--- config.mk ---
export PLATFORM = sky130hd
export DESIGN_NAME = switch_event_capture_flat
export DESIGN_NICKNAME = d
export VERILOG_FILES = /design/src/rtl/switch_event_capture_pkg.sv /design/src/rtl/switch_event_capture_if.sv /design/src/rtl/switch_event_capture_edge_detect.sv /design/src/rtl/switch_event_capture.sv /design/src/flat_wrapper.sv
export SDC_FILE = /design/constraint.sdc
export NUM_CORES = 1
export LEC_CHECK = 0
export BUFFER_PORTS_ARGS = -buffer_cell sky130_fd_sc_hd__buf_2
export CAP_MARGIN = 30
export CORE_MARGIN = 1.5
export CORE_UTILIZATION = 51
export DETAILED_ROUTE_END_ITERATION = 8
export PLACE_DENSITY_LB_ADDON = 0.12
export SLEW_MARGIN = 10
export SYNTH_ARGS = -nofsm -noshare
export SYNTH_HDL_FRONTEND = slang
export SYNTH_SLANG_ARGS = --single-unit
--- constraint.sdc ---
create_clock -name clock -period 2.15 [get_ports clock]
set_clock_uncertainty 0.15 [all_clocks]
set_input_delay 0.43 -clock clock [delete_from_list [all_inputs] [get_ports clock]]
set_output_delay 0.43 -clock clock [all_outputs]
set_load 0.1 [all_outputs]
--- src/rtl/switch_event_capture_pkg.sv ---
// +--------------------------------------------------------------------------+
// | switch_event_capture_pkg : register map and bus constants shared by the  |
// | switch event capture block.                            Revision: 1.0     |
// +--------------------------------------------------------------------------+
`default_nettype none

package switch_event_capture_pkg;

   localparam int unsigned BUS_W = 32;

   typedef logic [1:0] reg_idx_t;

   localparam reg_idx_t SW_EVT_LEVEL   = 2'd0;
   localparam reg_idx_t SW_EVT_PENDING = 2'd1;
   localparam reg_idx_t SW_EVT_RISE_EN = 2'd2;
   localparam reg_idx_t SW_EVT_FALL_EN = 2'd3;

endpackage

`default_nettype wire

--- src/rtl/switch_event_capture_if.sv ---
// +--------------------------------------------------------------------------+
// | switch_event_capture_if : 4-way Read/Write/Ready peripheral bus.         |
// |                                                        Revision: 1.0     |
// +--------------------------------------------------------------------------+
`default_nettype none

interface switch_event_capture_if;
   import switch_event_capture_pkg::*;

   logic             Read;
   logic             Write;
   reg_idx_t         Address;
   logic [BUS_W-1:0] DataIn;
   logic [BUS_W-1:0] DataOut;
   logic             Ready;

   modport master (
      output Read,
      output Write,
      output Address,
      output DataIn,
      input  DataOut,
      input  Ready
   );

   modport slave (
      input  Read,
      input  Write,
      input  Address,
      input  DataIn,
      output DataOut,
      output Ready
   );

endinterface

`default_nettype wire

--- src/rtl/switch_event_capture_edge_detect.sv ---
// +--------------------------------------------------------------------------+
// | switch_edge_detect : per-bit rising/falling edge detector on the        |
// | debounced switch levels.                               Revision: 1.0     |
// +--------------------------------------------------------------------------+
`default_nettype none

module switch_edge_detect #(
   parameter int WIDTH = 8
) (
   input  logic             clock,
   input  logic [WIDTH-1:0] level_i,
   output logic [WIDTH-1:0] rise_o,
   output logic [WIDTH-1:0] fall_o
);

   logic [WIDTH-1:0] prev_q;

   // prev always follows the input, so during reset it is already loaded with
   // the live level and the first cycle after reset sees no spurious edge.
   always_ff @(posedge clock) begin
      prev_q <= level_i;
   end

   assign rise_o = level_i & ~prev_q;
   assign fall_o = ~level_i & prev_q;

endmodule

`default_nettype wire

--- src/rtl/switch_event_capture.sv ---
// +--------------------------------------------------------------------------+
// | switch_event_capture : edge capture, sticky pending and interrupt with  |
// | a Read/Write/Ready register interface.                 Revision: 1.0     |
// +--------------------------------------------------------------------------+
`default_nettype none

module switch_event_capture
   import switch_event_capture_pkg::*;
#(
   parameter int WIDTH = 8
) (
   input  logic                   clock,
   input  logic                   reset,
   switch_event_capture_if.slave  bus,
   input  logic [WIDTH-1:0]       Switch_in,
   output logic                   Interrupt
);

   localparam logic [0:0] ST_IDLE = 1'b0;
   localparam logic [0:0] ST_ACK  = 1'b1;

   logic [0:0]       state_q, state_d;
   logic [WIDTH-1:0] pending_q, pending_d;
   logic [WIDTH-1:0] rise_en_q, rise_en_d;
   logic [WIDTH-1:0] fall_en_q, fall_en_d;
   logic [BUS_W-1:0] dataout_q, dataout_d;
   logic             interrupt_q;

   logic [WIDTH-1:0] rise_w, fall_w, set_w, clr_w;
   logic [BUS_W-1:0] rdata_w;
   logic             req_w, start_w, wr_start_w, rd_start_w;

   switch_edge_detect #(.WIDTH(WIDTH)) u_edge (
      .clock   (clock),
      .level_i (Switch_in),
      .rise_o  (rise_w),
      .fall_o  (fall_w)
   );

   generate
      if (WIDTH < BUS_W) begin : g_unused_din
         logic unused_din_bits;
         assign unused_din_bits = ^bus.DataIn[BUS_W-1:WIDTH];
      end
   endgenerate

   assign req_w      = bus.Read | bus.Write;
   assign start_w    = req_w && (state_q == ST_IDLE);
   assign wr_start_w = start_w && bus.Write;
   assign rd_start_w = start_w && bus.Read && !bus.Write;

   // Handshake state register
   always_ff @(posedge clock) begin
      if (reset) state_q <= ST_IDLE;
      else       state_q <= state_d;
   end

   // Handshake next state: ACK is held for as long as the master holds its request
   always_comb begin
      state_d = state_q;
      case (state_q)
         ST_IDLE: if (req_w)  state_d = ST_ACK;
         ST_ACK:  if (!req_w) state_d = ST_IDLE;
         default:             state_d = ST_IDLE;
      endcase
   end

   // Handshake outputs
   always_comb begin
      bus.Ready = (state_q == ST_ACK);
   end

   always_comb begin
      rdata_w = '0;
      case (bus.Address)
         SW_EVT_LEVEL:   rdata_w[WIDTH-1:0] = Switch_in;
         SW_EVT_PENDING: rdata_w[WIDTH-1:0] = pending_q;
         SW_EVT_RISE_EN: rdata_w[WIDTH-1:0] = rise_en_q;
         SW_EVT_FALL_EN: rdata_w[WIDTH-1:0] = fall_en_q;
         default:        rdata_w = '0;
      endcase
   end

   // Set is OR'd in after the clear so a same-cycle edge keeps its bit pending
   always_comb begin
      set_w     = (rise_w & rise_en_q) | (fall_w & fall_en_q);
      clr_w     = '0;
      rise_en_d = rise_en_q;
      fall_en_d = fall_en_q;
      dataout_d = dataout_q;
      if (wr_start_w) begin
         dataout_d = '0;
         case (bus.Address)
            SW_EVT_PENDING: clr_w     = bus.DataIn[WIDTH-1:0];
            SW_EVT_RISE_EN: rise_en_d = bus.DataIn[WIDTH-1:0];
            SW_EVT_FALL_EN: fall_en_d = bus.DataIn[WIDTH-1:0];
            default:        ;
         endcase
      end else if (rd_start_w) begin
         dataout_d = rdata_w;
      end
      pending_d = (pending_q & ~clr_w) | set_w;
   end

   always_ff @(posedge clock) begin
      if (reset) begin
         pending_q   <= '0;
         rise_en_q   <= '0;
         fall_en_q   <= '0;
         dataout_q   <= '0;
         interrupt_q <= 1'b0;
      end else begin
         pending_q   <= pending_d;
         rise_en_q   <= rise_en_d;
         fall_en_q   <= fall_en_d;
         dataout_q   <= dataout_d;
         interrupt_q <= |pending_q;
      end
   end

   assign bus.DataOut = dataout_q;
   assign Interrupt   = interrupt_q;

endmodule

`default_nettype wire

--- src/flat_wrapper.sv ---
// flat-port wrapper written by rule: the top's interface ports become plain ports
module switch_event_capture_flat import switch_event_capture_pkg::*;
#(
   parameter int WIDTH = 8
)
  (clock, reset, Switch_in, Interrupt, bus_Read, bus_Write, bus_Address, bus_DataIn, bus_DataOut, bus_Ready);
  switch_event_capture_if bus_i ();
  input  logic clock;
  input  logic reset;
  input  logic [WIDTH-1:0] Switch_in;
  output logic Interrupt;
  input wire logic [$bits(bus_i.Read)-1:0] bus_Read;
  input wire logic [$bits(bus_i.Write)-1:0] bus_Write;
  input wire logic [$bits(bus_i.Address)-1:0] bus_Address;
  input wire logic [$bits(bus_i.DataIn)-1:0] bus_DataIn;
  output wire logic [$bits(bus_i.DataOut)-1:0] bus_DataOut;
  output wire logic [$bits(bus_i.Ready)-1:0] bus_Ready;
  assign bus_i.Read = bus_Read;
  assign bus_i.Write = bus_Write;
  assign bus_i.Address = bus_Address;
  assign bus_i.DataIn = bus_DataIn;
  assign bus_DataOut = bus_i.DataOut;
  assign bus_Ready = bus_i.Ready;
  switch_event_capture #(.WIDTH(WIDTH)) u_core (.clock(clock), .reset(reset), .bus(bus_i), .Switch_in(Switch_in), .Interrupt(Interrupt));
endmodule
==> run_results.csv, run 1 <==
group,metric,value,unit
outcome,status,"finished clean",
logic_synthesis,ys_seq_elements,42,
critical_path,worstPathArrival,1.19,ns
die,start_util,0.549,
logic_synthesis,dominantRegCellSynth,"dfxtp_1",
sta,tightest_slew,0.592,ns
clock_tree,clkTransAtPathRegs,0.09,ns
power,leakagePower,0.829,nW
logic_synthesis,yosys_warnings,0,
critical_path,critPathCaptureType,"output port",
sta,rsz0062_at_grt,"false",
die,rows,21,
place,portBuffers,31,
clock_tree,insertion_delay,0.30,ns
power,combPwrFrac,0.204,
global_routing,top_usage_layer,"met2",
power,p_int,1.09,mW
die,core,0.00344,mm²
clock_tree,numCtsBuffers,5,
clock_tree,cts_hold_buf,0,
sta,fin_crit_sh,0.822,
global_routing,grt_pass1_vias,1291,
global_routing,gr-usage-met3,0.0387,
global_routing,grt_max_degree,35,
finish,final_util,0.594,
route,via_per_inst,5.20,
sta,setup_tns,0,ns
route,drc,0,
power,swShare,0.343,
global_routing,grtUsageMet1,0.241,
logic_synthesis,avgSynthCellArea,9.89,µm²
global_routing,grt_first_pass_wirelength,6.22,mm
clock_tree,clock_path_buffers,2,
power,switchingPower,0.568,mW
place,dpl.hpwl,2.77,mm
sta,period_needed,1.77,ns
critical_path,start_kind,"flop",
global_routing,track_usage,0.204,
logic_synthesis,synth_most_common_cell,"dfxtp_1",
critical_path,required,1.57,ns
die,ios,80,
sta,max_slew_margin,0.605,
power,seq_power_share,0.494,
finish,syn2layout_area_growth,8.28,%
clock_tree,clock_sinks,42,
sta,hold_viol_final,0,
critical_path,crit_fanout,7,
route,first_pass_iters,4,
logic_synthesis,synthCells,191,
logic_synthesis,yosys-top-cells-count,"42 x dfxtp_1, 24 x buf_4, 18 x nor2_1",
place,place_ws,0.301,ns
global_routing,antenna_found_initial,0,
hold_path,hold_class,"input port to flop",
route,wirelength,3.82,mm
sta,max_freq,566,MHz
critical_path,critPathMaxStageDelay,0.47,ns
logic_synthesis,netlist_area,0.00189,mm²
power,ir_drop,0.460,mV
logic_synthesis,yosysTopAreaCell,"dfxtp_1",
route,wire_per_inst,14.3,µm
power,p_clk_frac,0.302,
sta,setup_viol,0,
clock_tree,cts-root-buf,"clkbuf_8",
power,p_per_area,808,mW/mm²
route,drt_iter0_drc,55,
logic_synthesis,yosys.area.top_type_share,0.445,
sta,fin_ws,0.382,ns
critical_path,crit_slowest_cell,"buf_2",
clock_tree,cts_max_level,2,
place,place.gp.congestion,0.708,
logic_synthesis,ys_types,24,
critical_path,critPathBufInv,1,
finish,nNetsFinal,265,
die,die_h,63.9,µm
finish,drive_gt1_frac,0.218,
sta,maxSlewViolCount,0,
die,die_x,63.9,µm
global_routing,globalRouteMet2Util,0.357,
clock_tree,cts_setup_buffers,0,
logic_synthesis,postSynth.asyncResetShare,0,
route,ant_nets,0,
critical_path,crit_type,"flop to output port",
route,num_vias,1383,
critical_path,crit_chain,"buf_2",
critical_path,crit_family,"buffers and inverters",
logic_synthesis,yosys-top-cells-area,"dfxtp_1 45%, buf_4 9.5%, mux4_2 8.3%",
finish,fill_cells,301,
finish,n_antenna_cell,0,
clock_tree,cts.repair.resized,0,
logic_synthesis,synth_edf_count,0,
logic_synthesis,seq_area_frac_synth,0.445,
clock_tree,cts_tree,"done",
global_routing,overflow,0,
die,die-area,0.00408,mm²
run,drv_cap,0,
## power groups by stage
stage | Combinational (mW) | Sequential, mW | Clock, mW
3_3_place_gp | 0.333 | 0.832 | 0
5_1_grt | 0.352 | 0.820 | 0.557
3_5_place_dp | 0.337 | 0.835 | 0
2_1_floorplan | 0.294 | 0.864 | 0
4_1_cts | 0.337 | 0.816 | 0.512
6_report | 0.338 | 0.817 | 0.499
## cell usage in the layout, fill, tap and decap left out, types with 5 or more instances in the layout
cell type   n
nand2_1    16
a31oi_1     8
a22oi_1     8
conb_1     24
mux4_2      7
nor2_1     18
a21oi_1     9
clkbuf_8    5
mux2i_1     8
inv_1       8
buf_2      31
dfxtp_1    42
o21ai_0     8
nand3b_1   16
## routing by layer
metal / up-vias / share of wire
li1: 680 / -
met1: 639 / 0.43
met2: 59 / 0.50
met3: 5 / 0.058
met4: 0 / 0.013
met5: - / 0
## final timing paths
check,startpoint,to,slack [ns],cells past startpoint
hold reg to reg,u_core.fall_en_q[3],u_core.fall_en_q[3],0.33,2
setup / recovery,u_core.bus.Ready,bus_Ready,0.38,1
setup reg to reg,u_core.bus.Ready,u_core.pending_q[3],0.61,3
hold / removal,Switch_in[2],u_core.u_edge.prev_q[2],0.12,1
## flip-flops by register name, indices dropped and copies added, names as in the netlist
register / flops
u_core.u_edge.prev_q: 8
u_core.pending_q: 8
u_core.Interrupt: 1
u_core.rise_en_q: 8
u_core.bus.DataOut: 8
u_core.fall_en_q: 8
u_core.bus.Ready: 1
## layout make-up
class | count | area [µm²] | share of cell area
Multi-Input combinational cell | 131 | 872 | 0.426
Sequential cell | 42 | 841 | 0.411
Timing Repair Buffer | 31 | 155 | 0.0758
Clock buffer | 5 | 68.8 | 0.0336
Tap cell | 46 | 57.6 | 0.0281
Inverter | 8 | 30.0 | 0.0147
Clock inverter | 3 | 21.3 | 0.0104
## cell families after synthesis
group           after synthesis  synth area share
buf+inv                      41             0.139
other cells                   1           0.00198
flops                        42             0.445
mux                          16             0.140
compound gates               34             0.107
simple gates                 57             0.167
## stage by stage
stage | hold slack (ns) | power [mW] | instance area [µm²] | instances
after floorplan | 0.295 | 1.16 | 1980 | 214
after global placement | 0.303 | 1.16 | 1960 | 258
after detailed placement | 0.319 | 1.17 | 1960 | 258
after CTS | 0.112 | 1.66 | 2050 | 266
after global routing | 0.110 | 1.73 | 2050 | 266
final | 0.120 | 1.65 | 2050 | 266
(Power assumes the default switching activity.)
==> run 2: changes to the inputs <==
--- a/config.mk
+++ b/config.mk
@@ -5,10 +5,11 @@
 export SDC_FILE = /design/constraint.sdc
 export NUM_CORES = 1
 export LEC_CHECK = 0
+export ABC_AREA = 1
 export BUFFER_PORTS_ARGS = -buffer_cell sky130_fd_sc_hd__buf_2
 export CAP_MARGIN = 30
 export CORE_MARGIN = 1.5
-export CORE_UTILIZATION = 51
+export CORE_UTILIZATION = 44
 export DETAILED_ROUTE_END_ITERATION = 8
 export PLACE_DENSITY_LB_ADDON = 0.12
 export SLEW_MARGIN = 10
==> constraint.sdc (replaced) <==
create_clock -name clock -period 1.6 [get_ports clock]
set_clock_uncertainty 0.15 [all_clocks]
set_input_delay 0.32 -clock clock [delete_from_list [all_inputs] [get_ports clock]]
set_output_delay 0.32 -clock clock [all_outputs]
set_load 0.1 [all_outputs]
==> run_results.csv, run 2 <==
group,metric,value,unit
outcome,status,"complete, but fails checks",
outcome,violations,"DRC",
sta,maxSlewViolCount,0,
critical_path,critPathCaptureType,"output port",
global_routing,grt_pass1_vias,1743,
logic_synthesis,netlist_area,0.00208,mm²
critical_path,cp_num_cells,1,
logic_synthesis,yosys-top-cells-area,"dfxtp_1 40%, nand2_1 14%, buf_4 10%",
clock_tree,cts_hold_buf,0,
hold_path,hold_depth,1,
sta,fin_ws,0.0477,ns
die,start_util,0.467,
die,die_x,71.7,µm
clock_tree,clkTransAtPathRegs,0.08,ns
critical_path,required,1.13,ns
global_routing,grtUsageMet1,0.239,
die,die_h,71.7,µm
finish,n_antenna_cell,0,
route,ant_nets,0,
global_routing,grt_max_degree,27,
route,via_per_inst,4.88,
clock_tree,cts_tree,"done",
global_routing,track_usage,0.197,
global_routing,overflow,0,
logic_synthesis,yosys.area.top_type_share,0.405,
sta,max_freq,644,MHz
power,p_per_area,985,mW/mm²
logic_synthesis,yosysTopAreaCell,"dfxtp_1",
route,drt_iter0_drc,108,
logic_synthesis,ys_seq_elements,42,
route,wirelength,4.69,mm
sta,setup_viol,0,
logic_synthesis,yosys_warnings,0,
sta,hold_ws,0.0144,ns
critical_path,crit_family,"buffers and inverters",
route,num_vias,1879,
critical_path,worst-r2r-setup-slack,0.27,ns
critical_path,start_kind,"flop",
power,leakagePower,0.998,nW
place,place_ws,0.0756,ns
logic_synthesis,dominantRegCellSynth,"dfxtp_1",
sta,setup_tns,0,ns
logic_synthesis,ys_types,22,
finish,drive_gt1_frac,0.192,
global_routing,gr-usage-met3,0.0408,
die,rows,24,
die,die-area,0.00514,mm²
clock_tree,cts_setup_buffers,0,
clock_tree,numCtsBuffers,5,
logic_synthesis,avgSynthCellArea,7.11,µm²
critical_path,crit_fanout,3,
clock_tree,cts_max_level,2,
run,drv_cap,0,
logic_synthesis,synth_most_common_cell,"nand2_1",
die,core,0.00444,mm²
power,ir_drop,0.520,mV
critical_path,timing.rr.start,"u_core.bus.Ready",
clock_tree,cts-root-buf,"clkbuf_8",
finish,fill_cells,488,
finish,design_area,0.00232,mm²
sta,period_needed,1.55,ns
global_routing,antenna_found_initial,0,
die,ios,80,
place,dpl_cell_area,0.00224,mm²
place,dpl.hpwl,3.43,mm
clock_tree,insertion_delay,0.29,ns
hold_path,hold_class,"input port to flop",
logic_synthesis,postSynth.asyncResetShare,0,
clock_tree,cts.repair.resized,0,
global_routing,globalRouteMet2Util,0.333,
global_routing,top_usage_layer,"met2",
logic_synthesis,yosys-top-cells-count,"77 x nand2_1, 42 x dfxtp_1, 40 x nor2_1",
route,wire_per_inst,12.2,µm
critical_path,critPathBufInv,1,
place,place.gp.congestion,0.893,
route,drc,4,
place,dp.cells,378,
route,first_pass_iters,6,
sta,rsz0062_at_grt,"false",
hold_path,hold_start,"Switch_in[6]",
critical_path,crit_type,"flop to output port",
place,portBuffers,31,
sta,fin_crit_sh,0.970,
sta,hold_viol_final,0,
finish,syn2layout_area_growth,11.7,%
clock_tree,clock_path_buffers,2,
critical_path,crit_chain,"buf_2",
finish,final_common_cell,"nand2_1",
critical_path,critPathMaxStageDelay,0.43,ns
hold_path,hold_end,"u_core.u_edge.prev_q[6]",
finish,nNetsFinal,379,
critical_path,worstPathArrival,1.08,ns
critical_path,r2r.worst_path.cells,6,
logic_synthesis,synth_edf_count,0,
critical_path,rr_endpoint,"u_core.bus.DataOut[6]",
logic_synthesis,synthCells,292,
global_routing,grt_first_pass_wirelength,7.80,mm
logic_synthesis,seq_area_frac_synth,0.405,
finish,layout_common_cells,"77 x nand2_1, 41 x dfxtp_1, 40 x nor2_1",
finish,fin_cells,385,
critical_path,crit_slowest_cell,"buf_2",
clock_tree,clock_sinks,42,
[run 2: cell count changes after synthesis, sizes merged, moves of 4 or more]
| cell | previous run | this run |
|---|---|---|
| a21oi | 9 | 32 |
| a22oi | 8 | 0 |
| a31oi | 8 | 0 |
| buf | 29 | 35 |
| inv | 8 | 16 |
| mux2i | 8 | 0 |
| mux4 | 8 | 0 |
| nand2 | 16 | 77 |
| nand3 | 0 | 35 |
| nand3b | 16 | 0 |
| nor2 | 18 | 42 |
| o21ai | 8 | 0 |
| o21bai | 1 | 5 |
[run 2: worst reg2reg max path: cells and delay by family, from the launching register on]
kind | cells | cell delay (ns)
compound gates | 1 | 0.11
simple gates | 3 | 0.37
buf+inv | 2 | 0.31
flops | 1 | 0.34
[run 2: logic make-up (layout without fill, tap and decap cells)]
family / count (synthesis) / count (layout) / synth area share
compound gates: 38 / 38 / 0.107
other cells: 1 / 24 / 0.00181
flops: 42 / 42 / 0.405
simple gates: 158 / 158 / 0.322
buf+inv: 53 / 71 / 0.164
[run 2: cell type report]
| class | instances | area (µm²) | share of cell area |
|---|---|---|---|
| Multi-Input combinational cell | 220 | 981 | 0.423 |
| Sequential cell | 42 | 842 | 0.363 |
| Timing Repair Buffer | 47 | 288 | 0.124 |
| Clock buffer | 7 | 76.3 | 0.0329 |
| Inverter | 17 | 68.8 | 0.0296 |
| Tap cell | 52 | 65.1 | 0.0280 |
[run 2: metal layers]
layer | up-vias | wire length [µm]
met5 | - | 0
met3 | 11 | 186
met2 | 48 | 2130
met1 | 850 | 2270
met4 | 0 | 100
li1 | 970 | -
[run 2: worst max-delay path by stage]
stage                startpoint                    end
2_1_floorplan  u_core.bus.Ready  u_core.bus.DataOut[0]
3_3_place_gp     bus_Address[1]  u_core.bus.DataOut[2]
3_5_place_dp     bus_Address[1]  u_core.bus.DataOut[0]
4_1_cts        u_core.bus.Ready              bus_Ready
5_1_grt        u_core.bus.Ready              bus_Ready
6_report       u_core.bus.Ready              bus_Ready
[run 2: power by group]
group,internal (mW),switching (mW),leakage [nW]
sequential,1.08,0.0211,0.343
combinational,0.0939,0.444,0.617
clock,0.301,0.347,0.0383
[run 2: metrics by stage]
| step | utilization | total power [mW] |
|---|---|---|
| 2_1_floorplan | - | 1.61 |
| 3_3_place_gp | 0.505 | 1.66 |
| 3_5_place_dp | 0.505 | 1.66 |
| 4_1_cts | 0.522 | 2.30 |
| 5_1_grt | 0.522 | 2.37 |
| 6_report | 0.522 | 2.29 |
